--- src/rtl/led_pattern_ctrl.sv ---
// 8-LED pattern sequencer: four patterns stepped by a 1 Hz tick, with debounced
// "next mode" / "pause" buttons and optional auto-advance after REPEAT sweeps.

module led_pattern_debounce #(
  parameter int DB_CYCLES = 4
) (
  input  logic clk,
  input  logic rs,
  input  logic raw_i,
  output logic pulse_o
);
  localparam int CW = $clog2(DB_CYCLES);
  localparam logic [CW-1:0] CNT_MAX = CW'(DB_CYCLES - 1);

  logic          meta_q, sync_q, level_q, level_d;
  logic [CW-1:0] cnt_q, cnt_d;

  // Synchronizer, debounced level and stability counter
  always_ff @(posedge clk) begin
    if (rs) begin
      meta_q  <= 1'b0;
      sync_q  <= 1'b0;
      level_q <= 1'b0;
      cnt_q   <= '0;
    end else begin
      meta_q  <= raw_i;
      sync_q  <= meta_q;
      level_q <= level_d;
      cnt_q   <= cnt_d;
    end
  end

  // Accept a new level only after DB_CYCLES consecutive differing samples
  always_comb begin
    level_d = level_q;
    cnt_d   = '0;
    if (sync_q != level_q) begin
      if (cnt_q == CNT_MAX) begin
        level_d = sync_q;
        cnt_d   = '0;
      end else begin
        cnt_d = cnt_q + CW'(1);
      end
    end else begin
      cnt_d = '0;
    end
  end

  // Press edge only; release produces nothing
  assign pulse_o = sync_q & ~level_q & (cnt_q == CNT_MAX);
endmodule

module led_pattern_ctrl #(
  parameter int DB_CYCLES = 4,
  parameter int REPEAT    = 2
) (
  input  logic       clk,
  input  logic       rs,
  input  logic       tick,
  input  logic       btn_next,
  input  logic       btn_pause,
  input  logic       auto,
  output logic [7:0] led,
  output logic [1:0] mode,
  output logic       paused,
  output logic       sweep_done
);
  localparam int SW = (REPEAT > 1) ? $clog2(REPEAT) : 1;
  localparam logic [SW-1:0] SW_MAX = SW'(REPEAT - 1);

  typedef enum logic {ST_RUN = 1'b0, ST_PAUSE = 1'b1} state_t;

  state_t        state_q, state_d;
  logic [1:0]    mode_q, mode_d;
  logic [2:0]    step_q, step_d;
  logic [SW-1:0] swcnt_q, swcnt_d;
  logic          sdone_q, sdone_d;
  logic          next_p, pause_p;
  logic [7:0]    led_s;

  led_pattern_debounce #(.DB_CYCLES(DB_CYCLES)) u_db_next (
    .clk(clk), .rs(rs), .raw_i(btn_next), .pulse_o(next_p)
  );

  led_pattern_debounce #(.DB_CYCLES(DB_CYCLES)) u_db_pause (
    .clk(clk), .rs(rs), .raw_i(btn_pause), .pulse_o(pause_p)
  );

  // Sequencer state register
  always_ff @(posedge clk) begin
    if (rs) begin
      state_q <= ST_RUN;
      mode_q  <= 2'd0;
      step_q  <= 3'd0;
      swcnt_q <= '0;
      sdone_q <= 1'b0;
    end else begin
      state_q <= state_d;
      mode_q  <= mode_d;
      step_q  <= step_d;
      swcnt_q <= swcnt_d;
      sdone_q <= sdone_d;
    end
  end

  // Next state: any button pulse swallows a tick arriving in the same cycle
  always_comb begin
    state_d = state_q;
    mode_d  = mode_q;
    step_d  = step_q;
    swcnt_d = swcnt_q;
    sdone_d = 1'b0;
    if (pause_p) begin
      state_d = (state_q == ST_RUN) ? ST_PAUSE : ST_RUN;
    end else begin
      state_d = state_q;
    end
    if (next_p) begin
      mode_d  = mode_q + 2'd1;
      step_d  = 3'd0;
      swcnt_d = '0;
    end else if (!pause_p && (state_q == ST_RUN) && tick) begin
      step_d = step_q + 3'd1;
      if (step_q == 3'd7) begin
        sdone_d = 1'b1;
        if (auto && (swcnt_q == SW_MAX)) begin
          mode_d  = mode_q + 2'd1;
          swcnt_d = '0;
        end else if (swcnt_q != SW_MAX) begin
          swcnt_d = swcnt_q + SW'(1);
        end else begin
          swcnt_d = swcnt_q;
        end
      end else begin
        sdone_d = 1'b0;
      end
    end else begin
      step_d = step_q;
    end
  end

  // Pattern decode straight from registered mode/step
  always_comb begin
    led_s = 8'h01;
    case (mode_q)
      2'd0:    led_s = 8'h01 << step_q;
      2'd1:    led_s = (8'h03 << step_q) | (8'h03 >> (4'd8 - {1'b0, step_q}));
      2'd2:    led_s = 8'hFF >> (3'd7 - step_q);
      2'd3:    led_s = step_q[0] ? 8'h00 : 8'hFF;
      default: led_s = 8'h01;
    endcase
  end

  assign led        = led_s;
  assign mode       = mode_q;
  assign paused     = (state_q == ST_PAUSE);
  assign sweep_done = sdone_q;
endmodule

--- config.mk ---
export PLATFORM = sky130hd
export DESIGN_NAME = led_pattern_ctrl
export DESIGN_NICKNAME = d
export VERILOG_FILES = /design/src/rtl/led_pattern_ctrl.sv
export SDC_FILE = /design/constraint.sdc
export NUM_CORES = 1
export LEC_CHECK = 0
export CAP_MARGIN = 5
export CORE_MARGIN = 5
export CORE_UTILIZATION = 56
export CTS_CLUSTER_DIAMETER = 60
export DETAILED_ROUTE_END_ITERATION = 10
export PLACE_DENSITY = 0.91
export SKIP_CTS_REPAIR_TIMING = 1
export SLEW_MARGIN = 0
export SYNTH_ARGS = -nofsm -noshare
export SYNTH_HDL_FRONTEND = slang
export SYNTH_SLANG_ARGS = --single-unit
--- constraint.sdc ---
create_clock -name clk -period 4.8 [get_ports clk]
set_input_delay 0.96 -clock clk [delete_from_list [all_inputs] [get_ports clk]]
set_output_delay 0.96 -clock clk [all_outputs]
set_load 0.05 [all_outputs]
After elaboration in Yosys (flattened, before gate mapping). Index checks and enable logic that the tools add are counted.

Bits in registers: 18. Bits of input ports: 6. Output and inout bits: 12.

Add/sub/neg operators: 7. Equality and inequality tests: 8. Shift-type cells: 4. Mux-type cells: 10. Bitwise logic cells: 11. Reductions and logical operators: 16.

Operators with widths (number): case mux 8 bit (4 select lines) (1); OR reduction 3 bit (3); equality test 2 bit (second input constant) (4); 2-to-1 mux 2 bit (4); 2-to-1 mux 8 bit (1); bitwise OR 8 bit (1); << shifter 1 x 3 -> 8 bit (first input constant) (1); << shifter 2 x 3 -> 8 bit (first input constant) (1); >> shifter 2 x 4 -> 8 bit (first input constant) (1); >> shifter 8 x 3 -> 8 bit (first input constant) (1); adder 2 x 1 -> 2 bit (second input constant) (3); NOT 1 bit (6); AND reduction 2 bit (3); nonzero test 2 bit (3); bitwise AND 1 bit (4); 2-to-1 mux 1 bit (4); subtractor 4 x 3 -> 4 bit (first input constant) (1); adder 3 x 1 -> 3 bit (second input constant) (1); equality test 3 bit (second input constant) (1); logical AND 1 bit (3); AND reduction 3 bit (1); subtractor 3 bit (first input constant) (1); equality test 2 x 1 -> 1 bit (second input constant) (1); logical NOT 2 bit (1); 4 further kinds (5).

Longest topological paths before layout. Gate-level depths: netlist (run 1).

Word-level depth: 8. Depth in mapped cells: 6. Depth with buffers taken out: 6.

By module. Synthesis (run 1) repeated with hierarchy kept, for this count alone.

Cells, all modules: 127. Area total of the unflattened synthesis: 1199.9 sq um.

Modules (own cells, without submodules): led_pattern_ctrl (times used 1, cells each 95, area each 797.0 sq um, seq. area each 160.2 sq um); led_pattern_debounce (times used 2, cells each 16, area each 201.4 sq um, seq. area each 100.1 sq um).

Least setup slack after synthesis (run 1). OpenSTA, ideal clock, no wires.

Path kind: register to output. From: reg mode_q[0], in the netlist mode[0]. To: out led[7]. Arrival time: 2.363 ns. Required time: 3.840 ns. Slack: 1.477 ns. Cell stages (with the launch flop): 5. Buffers on the path: 1. Path through: dfxtp_1 inv_1 ha_1 buf_2 o21ai_0.

Word-level cells in the longest chain between the ends: 2. Elaborated cells between the ends (all ways): 5. Those cells by class: eq/ne: 3; mux: 1; reduce/logical: 1.

RTL lines: start, declared (RTL line 74) `logic [1:0] mode_q, mode_d;`; start signal, assigned (RTL line 99) `mode_q <= mode_d;`; equality test 2 bit, or another cell as far along (RTL line 145) `case (mode_q)`; case mux 8 bit (4 select lines) * (RTL line 145); end, declared (RTL line 63) `output logic [7:0] led,`.

Mark *: on every way between the ends. The rest lies on a longest branch, timed or not.

Worst setup path in the final report (run 1).
From: reg step_q[1]. To: out led[1].

Word-level cells in the longest chain between the ends: 4. Elaborated cells between the ends (all ways): 8. Those cells by class: add/sub: 2; shift: 4; mux: 1; bitwise: 1.

RTL lines: start, declared (RTL line 75) `logic [2:0] step_q, step_d;`; start signal, assigned (RTL line 100) `step_q <= step_d;`; subtractor 4 x 3 -> 4 bit (RTL line 147) `2'd1: led_s = (8'h03 << step_q) | (8'h03 >> (4'd8 - {1'b0, step_q}));`; >> shifter 2 x 4 -> 8 bit (RTL line 147); bitwise OR 8 bit (RTL line 147); case mux 8 bit (4 select lines) * (RTL line 145).

Marked as above.

==> results of run 1 <==
==> layout by cell type, fill, tap and decap left out, types with 2 or more instances in the layout <==
cell	instances
nand2b_1	4
nand2_1	8
a21oi_1	5
clkdlybuf4s50_1	17
nor4_1	3
dfxtp_1	18
a21o_1	2
ha_1	18
clkbuf_4	3
nor2_1	8
inv_1	11
a31oi_1	2
nand3_1	4
nor4b_1	2
nor2b_1	7
mux2i_1	3
o21ai_0	10
a41oi_1	2
==> sequential cells by signal, summed over array words and instances, names as in the netlist <==
register / cells
u_db_next.cnt_q: 2
paused: 1
u_db_pause.level_q: 1
swcnt_q: 1
u_db_next.sync_q: 1
u_db_pause.sync_q: 1
u_db_next.level_q: 1
u_db_pause.cnt_q: 2
step_q: 3
mode: 2
sweep_done: 1
u_db_pause.meta_q: 1
u_db_next.meta_q: 1
==> per-stage QoR <==
stage               instance area [um2]  worst slack, ps  util, %  instances
detailed placement                 1340             1380     68.1        171
CTS                                1360             1040     69.3        174
finish                             1360              980     69.3        174
global placement                   1340             1460     68.1        171
floorplan                          1150             1480        -        131
global route                       1360              903     69.3        174
==> per-layer routing <==
metal | track usage [%] | share of wire (%)
met3 | 2.56 | 4.2
met4 | 9.03 | 2.0
met5 | 0 | 0
met2 | 30.1 | 52
met1 | 14.8 | 42
==> final timing paths <==
path	endpoint
worst max-delay path	led[1]
worst min-delay path	u_db_pause.cnt_q[0]$_SDFF_PP0_
worst max register to register	mode[0]$_SDFFE_PP0P_
worst min register to register	u_db_pause.cnt_q[0]$_SDFF_PP0_
==> cell families after synthesis <==
logic type      after synthesis
compound gates               31
xor+xnor                      1
buf+inv                      15
flops                        18
mux                           5
fa+ha+maj                    18
simple gates                 43
==> final cells by class <==
class / instances / area (um2) / share of cell area (%)
multi-input combinational: 98 / 731 / 53.8
clock buffer: 3 / 22.5 / 1.66
sequential: 18 / 360 / 26.5
tap: 27 / 33.8 / 2.49
timing repair buffer: 17 / 170 / 12.5
inverter: 11 / 41.3 / 3.04
==> critical path, stage by stage (launching register included) <==
cell	delay, ps
dfxtp_1	520
inv_1	160
ha_1	230
ha_1	290
o32ai_1	250
nand2_1	90
a41oi_1	190
clkdlybuf4s50_1	830
==> power breakdown <==
part	switching [mW]	internal [mW]	total [mW]
sequential	0.00383	0.153	0.156
clock	0.0439	0.0293	0.0732
combinational	0.0253	0.0184	0.0437
total	0.0730	0.200	0.273
==> impl_metrics.py, run 1 <==
metrics = {
    "setup_path": {
        "crit_arrival_ps": 2860,
        "critPathLaunch": "step_q[1]$_SDFFE_PP0N_",
        "cp_max_fo": 10,
        "crit_type": "register to output pin",
        "reg2reg_setup_slack_ps": 2960,
        "end_kind": "output pin",
        "startpoint_type": "register",
        "rr_startpoint": "step_q[1]$_SDFFE_PP0N_",
        "critical_path_required_ps": 3840,
        "ff2ff_path_depth": 5,
    },
    "global_routing": {
        "grt-ovfl-total": 0,
        "grt_pass1_wl_mm": 3.88,
        "grt_max_degree": 17,
        "grt_pass1_vias": 957,
        "grt_util_all_layers_pct": 15.4,
        "antenna_found_initial": 0,
    },
    "clock_network": {
        "cts_buffer_depth": 2,
        "clock_sinks": 18,
        "path_clk_slew_ps": 90,
        "cts_made_buffers": 3,
        "cts_root_buffer": "clkbuf_4",
        "worstSkewPairLatency_ps": 300,
        "cts_max_level": 1,
        "cts_tree": "yes",
    },
    "synthesis": {
        "synth_seq_area_share_pct": 31.3,
        "synth_compound_area_share_pct": 18.0,
        "synth_top_cell_by_area": "dfxtp_1",
        "ys_ff_latch": 18,
        "synth_edf_count": 0,
        "synthSimpleGateAreaFrac_pct": 20.5,
        "synth_top_area_share_pct": 31.3,
        "ys_warn_count": 0,
        "ys_top_cells_by_count": "dfxtp_1 (18), ha_1 (18), inv_1 (11), o21ai_0 (10)",
        "synth_area_per_cell_um2": 8.79,
        "ys_async_sr_fraction_pct": 0,
        "synth_area_um2": 1150,
        "synthMuxAreaShare_pct": 4.57,
        "synth-adder-area-share_pct": 19.6,
        "synthXorXnorAreaFrac_pct": 0.761,
        "synthDistinctLibCells": 38,
        "synth_cells": 131,
        "synth-main-ff-cell": "dfxtp_1",
        "synth_fp_nets": 155,
        "synth_area_leaders": "dfxtp_1 (31%), ha_1 (20%), o21ai_0 (4.3%)",
        "synth_top_family_by_area": "simple AND/OR/NAND/NOR gates",
    },
    "worst_hold_path": {
        "min_path_cells": 1,
        "hold_path_startpoint": "u_db_pause.cnt_q[0]$_SDFF_PP0_",
        "min_path_type": "register to register",
    },
    "floorplan": {
        "io-pin-count": 18,
        "initial_core_util_pct": 58.7,
        "num_rows": 16,
        "coreArea_um2": 1960,
        "die_w_um": 55.3,
        "fp.dieArea_um2": 3060,
        "die_height_um": 55.3,
    },
    "route": {
        "finalWirelength_mm": 2.31,
        "drt_iter0_drc": 25,
        "ant_nets": 0,
        "drc": 0,
        "wl_per_cell_um": 13.3,
        "via_per_inst": 5.71,
        "vias": 993,
        "firstDrtPassIters": 4,
    },
    "placed_design": {
        "io_buffer_count": 17,
        "dp_hpwl_mm": 1.79,
        "gp_congestion": 0.767,
    },
    "sta": {
        "maxSlewHeadroom_pct": 66.1,
        "period_needed_ps": 3820,
        "max_freq_mhz": 262,
        "finalMaxSlewViolations": 0,
        "hold_viol_final": 0,
        "worstMarginPinSlew_ps": 507,
        "setup_viol": 0,
        "finalClockSkew_ps": 2.70,
        "holdWs_ps": 435,
        "fin_crit_sh_pct": 79.6,
        "rsz0062_at_grt": "false",
        "finalSetupTns_ps": 0,
    },
    "finish": {
        "nFillCells": 170,
        "areaGrowthSynthToFinish_pct": 18.0,
        "final_nets": 173,
        "drive_gt1_share_pct": 4.76,
        "antenna_cells": 0,
    },
    "pwr": {
        "ir_drop_uv": 182,
        "p_leak_nw": 0.536,
        "power_density_nw_per_um2": 201,
        "power_mw": 0.273,
    },
    "job": {
        "cap_violations": 0,
    },
    "status": {
        "status": "completed",
    },
}
(Power assumes the default switching activity.)
==> run 2, diff against run 1 <==
- CORE_UTILIZATION: 56 -> 52
- PLACE_DENSITY: 0.91 -> 0.86
- clock period: 4.8 -> 3.94 ns (I/O delays scaled with it)
==> run 2 against run 1 <==
Effect of this change: global-route usage fell by 1.0 points; die area rose by 6.3%; largest cell class unchanged; sequential share of layout area fell by 0.29 points; non-clock buffer count did not move; clock-buffer cell count rose by 1; via count rose by 0.60%; power rose by 30%; core utilization fell by 5.9 points; first-iteration DRC count did not move; register-to-register slack got worse by 830 ps; hold slack got worse by 2.7 ps.
==> impl_metrics.py, run 2 (synthesized netlist as in run 1, its figures left out) <==
metrics = {
    "clock_network": {
        "path_clk_slew_ps": 100,
        "cts_max_level": 1,
        "cts_made_buffers": 3,
        "cts_tree": "yes",
        "clock_sinks": 18,
        "cts_buffer_depth": 2,
        "cts_root_buffer": "clkbuf_4",
        "worstSkewPairLatency_ps": 290,
    },
    "global_routing": {
        "antenna_found_initial": 0,
        "grt_busiest_layer": "met2",
        "grt-ovfl-total": 0,
        "grt_use_met2_pct": 27.2,
        "grtUsageMet3_pct": 2.26,
        "grt_pass1_vias": 955,
        "grt_pass1_wl_mm": 3.87,
        "grtUsageMet1_pct": 15.2,
        "grt_util_all_layers_pct": 14.4,
        "grt_max_degree": 17,
    },
    "floorplan": {
        "num_rows": 17,
        "initial_core_util_pct": 53.1,
        "fp.dieArea_um2": 3250,
        "io-pin-count": 18,
        "coreArea_um2": 2170,
        "die_height_um": 57.1,
        "die_w_um": 57.1,
    },
    "finish": {
        "top_register": "step_q",
        "drive_gt1_share_pct": 5.41,
        "antenna_cells": 0,
        "post-route-util_pct": 63.3,
        "largest_register_ffs": 3,
        "seq_area_um2": 360,
        "final_nets": 173,
        "mostFrequentLayoutCells": "ha_1 (18), dfxtp_1 (18), clkdlybuf4s50_1 (17)",
        "multi_input_area_um2": 731,
        "areaGrowthSynthToFinish_pct": 19.3,
        "nFillCells": 198,
    },
    "pwr": {
        "power_density_nw_per_um2": 259,
        "ir_drop_uv": 263,
        "p_switching_mw": 0.0908,
        "pwr-share-comb_pct": 15.1,
        "seqPwrFrac_pct": 53.6,
        "intPower_mw": 0.265,
        "p_clk_share_pct": 31.3,
        "p_leak_nw": 0.543,
        "swShare_pct": 25.5,
    },
    "placed_design": {
        "dp_slack_ps": 649,
        "io_buffer_count": 17,
        "gp_congestion": 0.819,
        "dp_hpwl_mm": 1.86,
    },
    "route": {
        "via_per_inst": 5.68,
        "finalWirelength_mm": 2.28,
        "drc": 0,
        "firstDrtPassIters": 5,
        "vias": 999,
        "drt_iter0_drc": 25,
        "ant_nets": 0,
        "wl_per_cell_um": 12.9,
    },
    "sta": {
        "setup_slack_ps": 297,
        "hold_viol_final": 0,
        "rsz0062_at_grt": "false",
        "worstMarginPinSlew_ps": 497,
        "setup_viol": 0,
        "max_freq_mhz": 275,
        "fin_crit_sh_pct": 92.5,
        "holdWs_ps": 432,
        "finalMaxSlewViolations": 0,
        "maxSlewHeadroom_pct": 66.8,
        "finalSetupTns_ps": 0,
        "period_needed_ps": 3640,
        "finalClockSkew_ps": 0.677,
    },
    "setup_path": {
        "max_stage_delay_ps": 840,
        "cp_max_fo": 10,
        "crit_top_cell": "ha_1",
        "path_delay_family": "buffers and inverters",
        "critical_path_required_ps": 3150,
        "crit_arrival_ps": 2850,
        "crit_type": "register to output pin",
        "worstPathCellList": "inv_1, ha_1, ha_1, o32ai_1, nand2_1, a41oi_1, clkdlybuf4s50_1",
        "end_kind": "output pin",
        "ff2ff_path_depth": 5,
        "cp.depth": 7,
        "startpoint_type": "register",
        "slowest_stage": "clkdlybuf4s50_1",
        "critPathBufInv": 2,
    },
    "worst_hold_path": {
        "min_path_type": "register to register",
        "min_path_cells": 1,
    },
    "status": {
        "status": "completed",
    },
    "job": {
        "cap_violations": 0,
    },
}
-- run 2: cell types whose count changed in the layout (fill, tap and decap cells not counted) --
cell,delta
clkbuf_8,+1
-- run 2: path summary, 6_finish.rpt --
kind | slack, ps | endpoint | from
setup / recovery | 300 | led[1] | step_q[1]$_SDFFE_PP0N_
hold / removal | 430 | u_db_pause.cnt_q[0]$_SDFF_PP0_ | u_db_pause.cnt_q[0]$_SDFF_PP0_
setup reg to reg | 2130 | mode[0]$_SDFFE_PP0P_ | step_q[1]$_SDFFE_PP0N_
hold reg to reg | 430 | u_db_pause.cnt_q[0]$_SDFF_PP0_ | u_db_pause.cnt_q[0]$_SDFF_PP0_
-- run 2: cell type report --
type | count | share of cell area (%)
inverters | 11 | 3.01
well taps | 28 | 2.55
repair buffers | 17 | 12.4
multi-input cells | 98 | 53.2
flip-flops and latches | 18 | 26.2
clock buffers | 4 | 2.64
-- run 2: power by group through the flow --
stage	Combinational [mW]	Sequential [mW]	Clock [mW]
after floorplan	0.0362	0.193	0
after global placement	0.0509	0.194	0
after detailed placement	0.0535	0.195	0
after CTS	0.0537	0.190	0.116
after global routing	0.0577	0.192	0.126
final	0.0536	0.191	0.111
-- run 2: routing by layer --
metal / wire length, um / vias up / part of all wire (%)
li1: - / 502 / -
met1: 853 / 452 / 37
met2: 1220 / 36 / 54
met3: 142 / 9 / 6.2
met4: 61 / 0 / 2.7
met5: 0 / - / 0
-- run 2: worst reg2reg max path: stages, from the launching register on --
cell	delay (ps)
dfxtp_1	410
ha_1	280
ha_1	220
and3_1	190
a32oi_2	260
mux2_1	340
-- run 2: stage by stage --
stage                     cell area [um2]  cells  power [mW]
after CTS                            1370    176       0.360
after detailed placement             1340    172       0.248
final                                1370    176       0.356
after global placement               1340    172       0.245
after global routing                 1370    176       0.375
after floorplan                      1150    131       0.229
==> run 3, diff against run 2 <==
- CORE_MARGIN: 5 -> not set
==> run 3 against run 2 <==
Effect of this change: register-to-register slack about the same; critical path type unchanged; largest power group unchanged; sequential cell count unchanged; clock-buffer cell count is the same; combinational power decreased by 3%; critical endpoint unchanged; routed wire length decreased by 3.3%; first-iteration DRC count increased by 24%; final area about the same; clock power about the same; sequential power about the same; setup slack better by 50 ps; die area is 26% lower; power shrank 1.2%; highest routed layer unchanged.
==> impl_metrics.py, run 3 (synthesized netlist as in run 1, its figures left out) <==
metrics = {
    "placed_design": {
        "gp_congestion": 0.850,
        "dpl.cell_count": 171,
        "dp_hpwl_mm": 1.71,
        "io_buffer_count": 17,
        "place_area_um2": 1340,
    },
    "floorplan": {
        "fp.dieArea_um2": 2410,
        "io-pin-count": 18,
        "initial_core_util_pct": 56.9,
        "num_rows": 16,
        "die_height_um": 49.1,
        "die_w_um": 49.1,
        "coreArea_um2": 2020,
    },
    "pwr": {
        "intPower_mw": 0.264,
        "p_clk_share_pct": 30.9,
        "p_switching_mw": 0.0868,
        "ir_drop_uv": 214,
        "power_density_nw_per_um2": 256,
        "p_leak_nw": 0.543,
        "pwr-share-comb_pct": 14.9,
        "seqPwrFrac_pct": 54.3,
        "swShare_pct": 24.7,
    },
    "setup_path": {
        "worstPathCellList": "inv_1, ha_1, ha_1, o32ai_1, nand2_1, a41oi_1, clkdlybuf4s50_1",
        "slowest_stage": "clkdlybuf4s50_1",
        "path_delay_family": "buffers and inverters",
        "critical_path_required_ps": 3150,
        "ff2ff_path_depth": 5,
        "reg2reg_setup_slack_ps": 2130,
        "crit_top_cell": "ha_1",
        "crit_arrival_ps": 2810,
        "cp_max_fo": 10,
        "max_stage_delay_ps": 820,
        "critPathBufInv": 2,
        "rr_startpoint": "step_q[1]$_SDFFE_PP0N_",
        "end_kind": "output pin",
        "startpoint_type": "register",
        "r2r-end": "mode[0]$_SDFFE_PP0P_",
        "crit_type": "register to output pin",
    },
    "finish": {
        "final_cells": 175,
        "mostFrequentLayoutCells": "ha_1 (18), dfxtp_1 (18), clkdlybuf4s50_1 (17)",
        "final_nets": 173,
        "design_area_um2": 1370,
        "areaGrowthSynthToFinish_pct": 19.2,
        "antenna_cells": 0,
        "largest_register_ffs": 3,
        "nFillCells": 170,
        "drive_gt1_share_pct": 5.41,
        "top_register": "step_q",
    },
    "sta": {
        "rsz0062_at_grt": "false",
        "period_needed_ps": 3590,
        "fin_crit_sh_pct": 91.2,
        "finalMaxSlewViolations": 0,
        "finalClockSkew_ps": 2.88,
        "worstMarginPinSlew_ps": 504,
        "maxSlewHeadroom_pct": 66.3,
        "holdWs_ps": 442,
        "setup_viol": 0,
        "finalSetupTns_ps": 0,
        "max_freq_mhz": 278,
        "hold_viol_final": 0,
    },
    "clock_network": {
        "path_clk_slew_ps": 100,
        "cts_max_level": 1,
        "cts_made_buffers": 3,
        "cts_root_buffer": "clkbuf_4",
        "cts_tree": "yes",
        "clock_sinks": 18,
        "cts_buffer_depth": 2,
        "worstSkewPairLatency_ps": 280,
    },
    "route": {
        "finalWirelength_mm": 2.20,
        "vias": 947,
        "firstDrtPassIters": 4,
        "drt_iter0_drc": 31,
        "ant_nets": 0,
        "via_per_inst": 5.41,
        "wl_per_cell_um": 12.6,
        "drc": 0,
    },
    "global_routing": {
        "grt_pass1_vias": 972,
        "grt_max_degree": 17,
        "antenna_found_initial": 0,
        "grt_util_all_layers_pct": 20.6,
        "grt_pass1_wl_mm": 3.94,
        "grt-ovfl-total": 0,
    },
    "status": {
        "status": "completed",
    },
    "job": {
        "cap_violations": 0,
    },
    "worst_hold_path": {
        "hold_path_startpoint": "u_db_next.meta_q$_SDFF_PP0_",
        "min_path_cells": 1,
        "min_path_type": "register to register",
        "min_to": "u_db_next.sync_q$_SDFF_PP0_",
    },
}
run 3: cell counts in the layout (fill, tap and decap cells not counted):
Identical to the previous run, type by type.
run 3: routing by layer:
| metal | share of wire [%] | vias up | wire, um | GRT usage, % |
|---|---|---|---|---|
| li1 | - | 497 | - | - |
| met3 | 2.2 | 4 | 49 | 1.87 |
| met5 | 0 | - | 0 | 0 |
| met2 | 51 | 19 | 1130 | 40.0 |
| met4 | 1.2 | 0 | 26 | 7.35 |
| met1 | 45 | 427 | 992 | 22.7 |
run 3: worst max-delay path by stage:
stage	end	cells after the start	slack [ps]	start
after floorplan	led[7]	4	790	mode[0]$_SDFFE_PP0P_
after global placement	led[1]	7	770	step_q[1]$_SDFFE_PP0N_
after detailed placement	led[1]	7	690	step_q[1]$_SDFFE_PP0N_
after CTS	led[1]	7	350	step_q[1]$_SDFFE_PP0N_
after global routing	led[1]	7	160	step_q[1]$_SDFFE_PP0N_
final	led[1]	7	350	step_q[1]$_SDFFE_PP0N_
run 3: cell type report:
class | count | area (um2) | share of cell area [%]
Multi-Input combinational cell | 98 | 731 | 53.2
Inverter | 11 | 41.3 | 3.01
Sequential cell | 18 | 360 | 26.3
Clock buffer | 4 | 36.3 | 2.64
Timing Repair Buffer | 17 | 170 | 12.4
Tap cell | 27 | 33.8 | 2.46
run 3: power groups by stage:
stage                     registers (mW)  logic, mW  clock network (mW)
after floorplan                    0.193     0.0362                   0
after global placement             0.194     0.0511                   0
after detailed placement           0.195     0.0520                   0
after CTS                          0.191     0.0523               0.111
after global routing               0.192     0.0577               0.121
final                              0.191     0.0522               0.108
run 3: stage by stage:
step	utilization (%)	setup WS [ps]	total power, mW
finish	67.9	347	0.351
global route	67.9	163	0.370
CTS	67.9	348	0.354
detailed placement	66.1	686	0.247
global placement	66.1	768	0.245
floorplan	-	789	0.229
run 3: worst reg2reg max path: cells and delay by family, from the launching register on:
| kind | cells | cell delay [ps] |
|---|---|---|
| compound gates | 1 | 250 |
| fa+ha+maj | 2 | 530 |
| flops | 1 | 410 |
| mux | 1 | 340 |
| simple gates | 1 | 190 |
